File: src/rtl/rect_fill_engine.sv
// rtl/rect_fill_engine.sv - filled-rectangle command to raster-order framebuffer pixel writes
module rect_fill_engine #(
  parameter int RESOLUTION_X   = 400,
  parameter int RESOLUTION_Y   = 300,
  parameter int PALETTE_LENGTH = 256,
  localparam int XW = $clog2(RESOLUTION_X),
  localparam int YW = $clog2(RESOLUTION_Y),
  localparam int CW = $clog2(PALETTE_LENGTH)
) (
  input  logic          clk_i,
  input  logic          reset_ni,
  input  logic          cmd_valid_i,
  output logic          cmd_ready_o,
  input  logic [XW-1:0] cmd_x0_i,
  input  logic [XW-1:0] cmd_x1_i,
  input  logic [YW-1:0] cmd_y0_i,
  input  logic [YW-1:0] cmd_y1_i,
  input  logic [CW-1:0] cmd_palette_index_i,
  output logic          busy_o,
  output logic          done_o,
  output logic          we_o,
  output logic [XW-1:0] wr_pxl_x_o,
  output logic [YW-1:0] wr_pxl_y_o,
  output logic [CW-1:0] wr_palette_index_o
);

  localparam logic [XW-1:0] X_LAST = XW'(RESOLUTION_X - 1);
  localparam logic [YW-1:0] Y_LAST = YW'(RESOLUTION_Y - 1);

  typedef enum logic [1:0] {IDLE, FILL, SKIP} state_t;

  state_t        state_q, state_d;
  logic [XW-1:0] x_q, x_d, xmin_q, xmin_d, xmax_q, xmax_d;
  logic [YW-1:0] y_q, y_d, ymax_q, ymax_d;
  logic [CW-1:0] col_q, col_d;

  logic          ready_d, busy_d, done_d, we_d;
  logic [XW-1:0] wx_d;
  logic [YW-1:0] wy_d;
  logic [CW-1:0] wc_d;

  logic [XW-1:0] lo_x, hi_x, hi_x_clip, nx;
  logic [YW-1:0] lo_y, hi_y, hi_y_clip, ny;
  logic          at_last;

  // Normalised and clipped corners of the incoming command.
  always_comb begin
    lo_x      = (cmd_x0_i < cmd_x1_i) ? cmd_x0_i : cmd_x1_i;
    hi_x      = (cmd_x0_i < cmd_x1_i) ? cmd_x1_i : cmd_x0_i;
    lo_y      = (cmd_y0_i < cmd_y1_i) ? cmd_y0_i : cmd_y1_i;
    hi_y      = (cmd_y0_i < cmd_y1_i) ? cmd_y1_i : cmd_y0_i;
    hi_x_clip = (hi_x > X_LAST) ? X_LAST : hi_x;
    hi_y_clip = (hi_y > Y_LAST) ? Y_LAST : hi_y;
  end

  // Raster step from the pixel currently on the write port.
  always_comb begin
    at_last = (x_q == xmax_q) && (y_q == ymax_q);
    if (x_q == xmax_q) begin
      nx = xmin_q;
      ny = y_q + YW'(1);
    end else begin
      nx = x_q + XW'(1);
      ny = y_q;
    end
  end

  always_comb begin
    state_d = state_q;
    x_d     = x_q;
    y_d     = y_q;
    xmin_d  = xmin_q;
    xmax_d  = xmax_q;
    ymax_d  = ymax_q;
    col_d   = col_q;
    ready_d = 1'b0;
    busy_d  = 1'b0;
    done_d  = 1'b0;
    we_d    = 1'b0;
    wx_d    = '0;
    wy_d    = '0;
    wc_d    = '0;
    case (state_q)
      IDLE: begin
        ready_d = 1'b1;
        if (cmd_valid_i && cmd_ready_o) begin
          ready_d = 1'b0;
          busy_d  = 1'b1;
          xmin_d  = lo_x;
          xmax_d  = hi_x_clip;
          ymax_d  = hi_y_clip;
          col_d   = cmd_palette_index_i;
          if (lo_x > X_LAST || lo_y > Y_LAST) begin
            state_d = SKIP;
            done_d  = 1'b1;
          end else begin
            // First pixel goes out on the accept edge itself.
            state_d = FILL;
            x_d     = lo_x;
            y_d     = lo_y;
            we_d    = 1'b1;
            wx_d    = lo_x;
            wy_d    = lo_y;
            wc_d    = cmd_palette_index_i;
            done_d  = (lo_x == hi_x_clip) && (lo_y == hi_y_clip);
          end
        end
      end
      FILL: begin
        if (at_last) begin
          state_d = IDLE;
          ready_d = 1'b1;
        end else begin
          busy_d = 1'b1;
          x_d    = nx;
          y_d    = ny;
          we_d   = 1'b1;
          wx_d   = nx;
          wy_d   = ny;
          wc_d   = col_q;
          done_d = (nx == xmax_q) && (ny == ymax_q);
        end
      end
      SKIP: begin
        state_d = IDLE;
        ready_d = 1'b1;
      end
      default: state_d = IDLE;
    endcase
  end

  always_ff @(posedge clk_i or negedge reset_ni) begin
    if (!reset_ni) begin
      state_q            <= IDLE;
      x_q                <= '0;
      y_q                <= '0;
      xmin_q             <= '0;
      xmax_q             <= '0;
      ymax_q             <= '0;
      col_q              <= '0;
      cmd_ready_o        <= 1'b0;
      busy_o             <= 1'b0;
      done_o             <= 1'b0;
      we_o               <= 1'b0;
      wr_pxl_x_o         <= '0;
      wr_pxl_y_o         <= '0;
      wr_palette_index_o <= '0;
    end else begin
      state_q            <= state_d;
      x_q                <= x_d;
      y_q                <= y_d;
      xmin_q             <= xmin_d;
      xmax_q             <= xmax_d;
      ymax_q             <= ymax_d;
      col_q              <= col_d;
      cmd_ready_o        <= ready_d;
      busy_o             <= busy_d;
      done_o             <= done_d;
      we_o               <= we_d;
      wr_pxl_x_o         <= wx_d;
      wr_pxl_y_o         <= wy_d;
      wr_palette_index_o <= wc_d;
    end
  end

endmodule
File: config.mk
export PLATFORM = sky130hd
export DESIGN_NAME = rect_fill_engine
export DESIGN_NICKNAME = d
export VERILOG_FILES = /design/src/rtl/rect_fill_engine.sv
export SDC_FILE = /design/constraint.sdc
export NUM_CORES = 1
export LEC_CHECK = 0
export CAP_MARGIN = 5
export CORE_ASPECT_RATIO = 1.5
export CORE_MARGIN = 2
export CORE_UTILIZATION = 55
export DETAILED_ROUTE_END_ITERATION = 7
export PLACE_DENSITY = 0.8
export SYNTH_ARGS = -nofsm -noshare
export SYNTH_HDL_FRONTEND = slang
export SYNTH_SLANG_ARGS = --single-unit
File: constraint.sdc
create_clock -name clk_i -period 3.81 [get_ports clk_i]
set_clock_uncertainty 0.1 [all_clocks]
set_input_delay 0.381 -clock clk_i [delete_from_list [all_inputs] [get_ports clk_i]]
set_output_delay 0.381 -clock clk_i [all_outputs]
set_load 0.01 [all_outputs]
After elaboration in Yosys (flattened, before gate mapping)
Cells that the tools add are included.
{ "totals": {"reg_bits": 85, "inputBits": 47, "output_inout_bits": 30, "word_cells": 89} }
{ "op_classes": {"n_addsub": 2, "n_lt_le_gt_ge": 6, "eq_ne": 12, "mux": 45, "n_reduce_logical": 10} }
{ "ops": {"columns": ["op", "count"], "rows": [
  ["2-to-1 mux 9 bit", 20],
  ["case mux 9 bit (2 select lines)", 4],
  ["== test 9 bit", 6],
  ["> comparator 9 bit, second input constant", 4],
  ["2-to-1 mux 8 bit", 3],
  ["adder 9 x 1 -> 9 bit, second input constant", 2],
  ["< comparator 9 bit", 2],
  ["case mux 8 bit (2 select lines)", 1],
  ["2-to-1 mux 1 bit", 9],
  ["inequality test 2 bit, second input constant", 4],
  ["2-to-1 mux 2 bit", 3],
  ["case mux 1 bit (2 select lines)", 3],
  ["logical AND 1 bit", 4],
  ["case mux 2 bit (2 select lines)", 1],
  ["AND reduction 2 bit", 2],
  ["AND reduction 4 bit", 1],
  ["case mux 1 bit (3 select lines)", 1],
  ["== test 2 x 1 -> 1 bit, second input constant", 1],
  ["== test 2 bit, second input constant", 1],
  ["logical NOT 2 bit", 1],
  ["nonzero test 2 bit", 1],
  ["logical OR 1 bit", 1]
]} }

Logic depth before layout (Yosys ltp)
Gate-level depths: netlist (run 1).
{ "logic_depth": {"word_depth": 9, "mapped_depth": 12, "mapped_depth_nobuf": 12} }

Worst setup path before layout (run 1)
OpenSTA, ideal clock, no wires.
{ "synth_path": {"kind": "input-to-reg", "from": "input cmd_x1_i[3]", "to": "register x_q[3]", "setup_time_ps": 64, "arrival_time_ps": 2576, "t_required_ps": 3646, "setup_slack_ps": 1070, "path_stages": 11, "n_path_buf": 1, "path_cell_list": "inv_1 ha_1 a211oi_1 o21ai_0 a21oi_1 mux2_2 o21a_1 and2_1 nor2_2 buf_2 a21o_1"} }
{ "synth_between": {"elab_chain_len": 6, "word_cells_on_any_way": 9, "classes_between": "order compare (2); eq/ne (1); mux (4); reduce/logical (2)"} }
{ "synth_rtl": {"columns": ["element", "line_no", "source"], "rows": [
  ["start: declaration", "15", "input logic [XW-1:0] cmd_x1_i,"],
  ["< comparator 9 bit", "48", "lo_x = (cmd_x0_i < cmd_x1_i) ? cmd_x0_i : cmd_x1_i;"],
  ["2-to-1 mux 9 bit (*)", "48", null],
  ["> comparator 9 bit", "93", "if (lo_x > X_LAST || lo_y > Y_LAST) begin"],
  ["logical OR 1 bit", "93", null],
  ["inequality test 2 bit (no line)", null, null],
  ["AND reduction 4 bit (no line)", null, null],
  ["end signal: assignment", "135", "x_q <= '0;"],
  ["end signal: assignment", "150", "x_q <= x_d;"],
  ["end: declaration", "33", "logic [XW-1:0] x_q, x_d, xmin_q, xmin_d, xmax_q, xmax_d;"]
]} }
Every way passes the cells marked *; elsewhere a longest branch is shown, timed or not. The select of a mux whose other input is x is not followed.
A chain may end at the register's enable or synchronous reset.

Final worst setup path (run 1)
{ "layout_path": {"from": "input cmd_x1_i[3]", "to": "register x_q[2]"} }
The elaborated chain is that of the path after synthesis.

==> key figures, run 1 <==
Setup path
  • Worst r2r dst: x_q[2]
  • R2R Setup Slk: 0.50 ns
  • Worst reg-to-reg path cell count: 9
  • Worst path slowest cell: nor2_2
  • Critical path class: input port to flip-flop
  • Cell Chain, Critical Path: clkdlybuf4s50_1, inv_1, ha_1, a211oi_1, o21ai_0, a21oi_2, mux2_2, o21a_1, and2_1, nor2_2, inv_1, nor2_1, a21oi_1
  • Critical Path RT: roughly 4 ns
  • CP Launch Type: input port
  • Setup crit end kind: flip-flop
  • Crit path max fanout: 18
  • Critical path arrival: around 3.7 ns
  • Cell seen most often among critical-path stages: inv_1
  • Reg2Reg Launch Point: x_q[4]
  • Largest delay contributor family on the critical path: simple AND/OR/NAND/NOR gates
  • Critical path's largest stage delay: between 0.6 and 0.7 ns
  • Critical path buffer and inverter count: 3

Final layout
  • Finished Cell Area: ~0.0068 mm^2
  • Nets: roughly 790
  • ANT cells: 0
  • Area grow syn2layout: 24.32%
  • Share of layout cells above drive strength 1: 0.08322

Clocking
  • CTS tree: done
  • Cts hold-fix bufs: 0
  • Inserted Clock Buffers: 9
  • Insertion delay to the later sink of the worst-skew pair: around 0.34 ns
  • H-tree depth: 3
  • Post-cts resize count: 0
  • Clk buf depth: 2
  • Root buffer cell: clkbuf_16
  • CTS Sinks: 85
  • Post-CTS Setup Bufs: 0
  • Register clock-pin slew on the reported worst setup and hold paths: ~0.060 ns

Detailed routing
  • Routed Antenna Nets: 0
  • Drt pass-1 iters: 5
  • Routed WL: between 15 and 20 mm
  • Via count: 5212
  • Iter 0 DRT Violations: roughly 370
  • Drc violations: 0
  • WL/cell: ~18 um
  • Drt via density: between 6 and 7

Die
  • Die W: between 80 and 90 um
  • Starting Density: 0.5660
  • Die area: approximately 0.011 mm^2
  • IO Count: 77
  • Core area: roughly 0.0097 mm^2
  • Die H: around 130 um
  • Row Count: 44

Timing
  • Final setup viols: 0
  • Least-Margin Pin Slew: approximately 1.0 ns
  • Hold slack: roughly 0.085 ns
  • Number of hold violations in the final report: 0
  • Fmax: around 280 MHz
  • Worst slew margin: 0.3059
  • Slew Limit Fails: 0
  • Final period util: 0.9381
  • Min Tclk post-route: approximately 3.6 ns
  • Worst setup margin: 0.2358 ns
  • RSZ-0062 raised after global routing: false

Flow run
  • MaxCap Viol Count: 0

Run status
  • Outcome: finished, final reports clean

Pwr
  • Power Dens Cells: about 690 mW/mm^2
  • Logic gate share of total power: 0.461
  • P_int: between 2 and 3 mW
  • Leakage power: approximately 3.1 nW
  • VDD IR-drop max: 624.7 uV
  • Switching fraction of total power: 0.3981
  • Power share of the clock group: 0.188
  • Power Total: roughly 4.7 mW
  • Register share of total power: 0.351
  • NetSw: ~1.9 mW

Logic synthesis
  • Synth warn: 0
  • Synth area leader: dfrtp_1
  • Count of cell types in the netlist: just under 60
  • Synth Flop Type: dfrtp_1
  • Number of synthesized flops with an enable pin: 0
  • FF+latch count, synth: 85
  • Post-synth ARST share: 1.000
  • Mapped Cells: between 600 and 700
  • Post-Syn Area: ~0.0055 mm^2
  • Synth area leaders: dfrtp_1 (39%), nand2_1 (5.3%), xnor2_1 (5.0%)
  • Sequential fraction of the synthesis area: 0.3879
  • Average instance area after synthesis: between 8 and 9 um^2
  • Net Count, Synth: around 700
  • Share of the synthesized area in the top cell type: 0.3879

Global route
  • Initial antenna violation count: 0
  • Gr ovfl total: 0
  • Number of global-route vias before repair: 5183
  • Largest net degree at the start of global routing: 86
  • GRT Total Usage: 0.2924
  • First-pass GRT wire length: 24.97 mm

Place
  • Port bufs: 76
  • Placed cell area: between 0.006 and 0.007 mm^2
  • DP HPWL: approximately 12 mm
  • Gp weighted congestion: slightly above 0.9
  • Pre-CTS setup slack: -0.03382 ns

Min path
  • Min-delay worst type: input port to async pin
cells in the mapped netlist, types with 7 or more instances:
cell type / number
xor2_1: 23
nand2_1: 78
nor3_1: 12
nand4_1: 11
a21oi_1: 47
clkbuf_1: 26
nor2_1: 66
o311ai_0: 7
inv_1: 29
o31ai_1: 8
o21ai_0: 28
nand3_1: 13
o22ai_1: 22
dfrtp_1: 85
ha_1: 18
a21o_1: 17
xnor2_1: 31
mux2i_1: 16
registers in the layout, indices dropped and copies added (netlist names), 9 cells and up:
signal      cells
wr_pxl_x_o      9
wr_pxl_y_o      9
x_q             9
xmax_q          9
xmin_q          9
y_q             9
ymax_q          9
how the worst max path moves through the flow:
| stage | start | end | slack, ns | cells after the start |
|---|---|---|---|---|
| 3_5_place_dp | cmd_x1_i[3] | x_q[2] | -0.03 | 13 |
| 6_report | cmd_x1_i[3] | x_q[2] | 0.24 | 13 |
| 3_3_place_gp | cmd_x1_i[3] | x_q[6] | 0.07 | 13 |
| 2_1_floorplan | cmd_x1_i[3] | x_q[3] | 1.07 | 11 |
| 4_1_cts | cmd_x1_i[3] | x_q[2] | 0.32 | 13 |
| 5_1_grt | cmd_x1_i[3] | x_q[6] | 0.03 | 13 |
worst reg2reg max path: cells and delay by family (launching register included):
family,cells,cell delay (ns)
flip-flops,1,0.47
AO/OA/AOI/OAI,1,0.06
buffers and inverters,1,0.23
AND/OR/NAND/NOR,6,2.15
XOR/XNOR,1,0.19
per-stage QoR:
stage                       util  std cells  TNS (ns)
final                     0.7036        848         0
after global routing      0.7036        848         0
after CTS                 0.7036        848         0
after detailed placement  0.6723        832  -0.05815
after global placement    0.6723        832         0
after floorplan                -        639         0
cell usage in the layout (no fill, tap or decap), types with 3 or more instances in the layout:
master	n
a2111oi_0	4
a211oi_1	6
a21o_1	17
a21oi_1	46
a221o_1	3
a22o_1	3
a31oi_1	6
a32o_1	5
and2_1	4
and3_1	5
buf_4	36
clkbuf_16	9
clkdlybuf4s50_1	75
dfrtp_1	85
ha_1	18
inv_1	29
mux2i_1	16
nand2_1	78
nand2b_1	3
nand3_1	12
nand4_1	11
nor2_1	66
nor2b_1	6
nor3_1	12
nor4_1	4
o211ai_1	4
o21a_1	4
o21ai_0	28
o22ai_1	22
o2bb2ai_1	3
o311ai_0	7
o31ai_1	8
o32ai_1	4
or3_1	6
xnor2_1	31
xor2_1	23
metal layers:
| metal | vias to the layer above | global-route usage | routed length (um) |
|---|---|---|---|
| met4 | 0 | 0.1550 | 690 |
| met3 | 49 | 0.03839 | 740 |
| met5 | - | 0 | 0 |
| met2 | 211 | 0.4949 | 7742 |
| li1 | 2465 | - | - |
| met1 | 2487 | 0.3594 | 6183 |
cells by family after synthesis:
family | count (synthesis) | share of synthesized area
xor+xnor | 55 | 0.08921
fa+ha+maj | 18 | 0.04107
simple gates | 218 | 0.1832
compound gates | 184 | 0.2213
mux | 17 | 0.03126
flops | 85 | 0.3879
buf+inv | 62 | 0.04608
power groups by stage:
stage / clock network [mW] / registers (mW) / logic (mW)
after floorplan: 0 / 1.60 / 1.37
after global placement: 0 / 1.62 / 2.08
after detailed placement: 0 / 1.64 / 2.12
after CTS: 0.884 / 1.63 / 2.15
after global routing: 0.920 / 1.68 / 2.36
final: 0.876 / 1.64 / 2.16
cell type report:
| cell class | count | area, um^2 |
|---|---|---|
| clock buffer | 13 | 260.3 |
| clock inverter | 3 | 43.79 |
| sequential | 85 | 2127 |
| tap | 115 | 143.9 |
| multi-input combinational | 492 | 3113 |
| inverter | 29 | 108.9 |
| fill | 761 | 2872 |
| timing repair buffer | 111 | 1021 |
Power figures use the tool's default switching activity.
==> run 2: changes to the inputs <==
- CORE_UTILIZATION: 55 -> 38
- PLACE_DENSITY: 0.8 -> unset
==> run 2 against run 1 <==
Die area grew 43%. Via count shrank 3.5%. Non-clock buffer count grew 2. Core utilization shrank 21 points. Cell count grew 9.2%. Global-route usage shrank 7.9 points. Clock-buffer cell count shrank 2. Register-to-register slack gained 0.22 ns. Critical path depth shrank 2.
==> key figures, run 2 (synthesis gave the netlist of run 1 again) <==
Run status
  • Outcome: finished, final reports clean

Global route
  • Number of global-route vias before repair: between 4000 and 5000
  • GRT Total Usage: 0.2136
  • Gr ovfl total: 0
  • First-pass GRT wire length: 25.63 mm
  • Initial antenna violation count: 0
  • Largest net degree at the start of global routing: 65

Place
  • Port bufs: 76
  • Pre-CTS setup slack: about 0.16 ns
  • Gp weighted congestion: a little under 0.9
  • DP HPWL: between 10 and 15 mm

Final layout
  • Share of layout cells above drive strength 1: 0.08583
  • Nets: about 800
  • Commonest non-fill, non-tap cell in the layout: dfrtp_1
  • ANT cells: 0
  • Register area: between 0.002 and 0.0025 mm^2
  • Area grow syn2layout: 25.69%
  • Fillers: ~1400
  • Most frequent cells in the layout: dfrtp_1 (85), nand2_1 (78), clkdlybuf4s50_1 (75), nor2_1 (66), a21oi_1 (46)
  • Area of the multi-input gates: 0.003113 mm^2

Timing
  • Min Tclk post-route: about 3.3 ns
  • Least-Margin Pin Slew: between 0.8 and 0.9 ns
  • Hold slack: roughly 0.041 ns
  • Slew Limit Fails: 0
  • Worst slew margin: 0.4368
  • Final period util: 0.8714
  • Worst setup margin: between 0.4 and 0.5 ns
  • RSZ-0062 raised after global routing: false
  • Number of hold violations in the final report: 0
  • Fin Setup TNS: 0 ns
  • Fmax: about 300 MHz
  • Final setup viols: 0

Clocking
  • Register clock-pin slew on the reported worst setup and hold paths: 0.06 ns
  • Root buffer cell: clkbuf_16
  • Cts hold-fix bufs: 0
  • Inserted Clock Buffers: 9
  • Post-CTS Setup Bufs: 0
  • Post-cts resize count: 0
  • Clk buf depth: 2
  • CTS tree: done
  • H-tree depth: 3
  • CTS Sinks: 85
  • Insertion delay to the later sink of the worst-skew pair: between 0.3 and 0.4 ns

Setup path
  • Crit path max fanout: 13
  • Worst path slowest cell: clkdlybuf4s50_1
  • Critical path's largest stage delay: around 0.55 ns
  • Largest delay contributor family on the critical path: compound AO/OA/AOI/OAI gates
  • Critical Path RT: roughly 4 ns
  • Critical path buffer and inverter count: 3
  • Critical path class: input port to flip-flop
  • Cell Chain, Critical Path: clkdlybuf4s50_1, inv_1, ha_1, and4_1, o211ai_1, a21oi_1, or2_2, buf_4, o311ai_0, a2111oi_0, a31o_1
  • CP Launch Type: input port
  • Critical path arrival: approximately 3.5 ns
  • Setup crit end kind: flip-flop

Detailed routing
  • Drt via density: around 5.4
  • Drc violations: 0
  • WL/cell: approximately 17 um
  • Via count: 5032
  • Routed WL: 15.88 mm
  • Drt pass-1 iters: 5
  • Routed Antenna Nets: 0
  • Iter 0 DRT Violations: roughly 280

Min path
  • Min-delay worst type: input port to async pin

Die
  • IO Count: 77
  • Die H: roughly 150 um
  • Starting Density: 0.3901
  • Die area: approximately 0.015 mm^2
  • Die W: 102.1 um
  • Row Count: 53
  • Core area: ~0.014 mm^2

Pwr
  • VDD IR-drop max: about 280 uV
  • Power Dens Cells: between 600 and 700 mW/mm^2
  • Leakage power: between 3 and 4 nW

Flow run
  • MaxCap Viol Count: 0
run 2: cell count changes in the layout (fill, tap and decap cells not counted):
cell        previous run  this run
buf_4                 36        38
clkinvlp_4             0         2
bufinv_16              1         0
clkbuf_1               2         1
clkbuf_8               2         1
clkinv_2               1         2
clkinv_4               1         0
run 2: layout make-up:
class	instances	area share
clock buffers	11	0.03522
multi-input cells	492	0.4516
inverters	29	0.01579
repair buffers	113	0.1503
clock inverters	4	0.003630
flip-flops and latches	85	0.3086
well taps	192	0.03485
run 2: report_power, final:
group	switching, mW	total [mW]	internal, mW
Sequential	0.347	1.64	1.29
Combinational	1.16	2.16	0.997
Clock	0.334	0.787	0.453
Total	1.84	4.58	2.74
run 2: metal layers:
metal / vias to the layer above / track usage / part of all wire
met5: - / 0 / 0
met4: 0 / 0.07600 / 0.026
met3: 25 / 0.02492 / 0.033
met2: 122 / 0.3717 / 0.51
met1: 2413 / 0.2709 / 0.43
li1: 2472 / - / -
run 2: path summary, 6_finish.rpt:
path	endpoint	slack (ns)	from	cells after the start
setup / recovery	done_o	0.49	cmd_y1_i[6]	11
hold / removal	x_q[8]	0.04	reset_ni	1
setup reg to reg	done_o	0.72	xmax_q[6]	8
hold reg to reg	col_q[7]	0.37	col_q[7]	2
max in group asynchronous	wr_pxl_y_o[2]	2.78	reset_ni	2
min in group clk_i	col_q[7]	0.37	col_q[7]	2
run 2: per-stage QoR:
stage | utilization | power [mW] | cell area [um^2] | std cells
after floorplan | - | 2.965 | 5484 | 639
after global placement | 0.4713 | 3.786 | 6625 | 911
after detailed placement | 0.4713 | 3.813 | 6625 | 911
after CTS | 0.4903 | 4.621 | 6893 | 926
after global routing | 0.4903 | 4.919 | 6893 | 926
final | 0.4903 | 4.580 | 6893 | 926
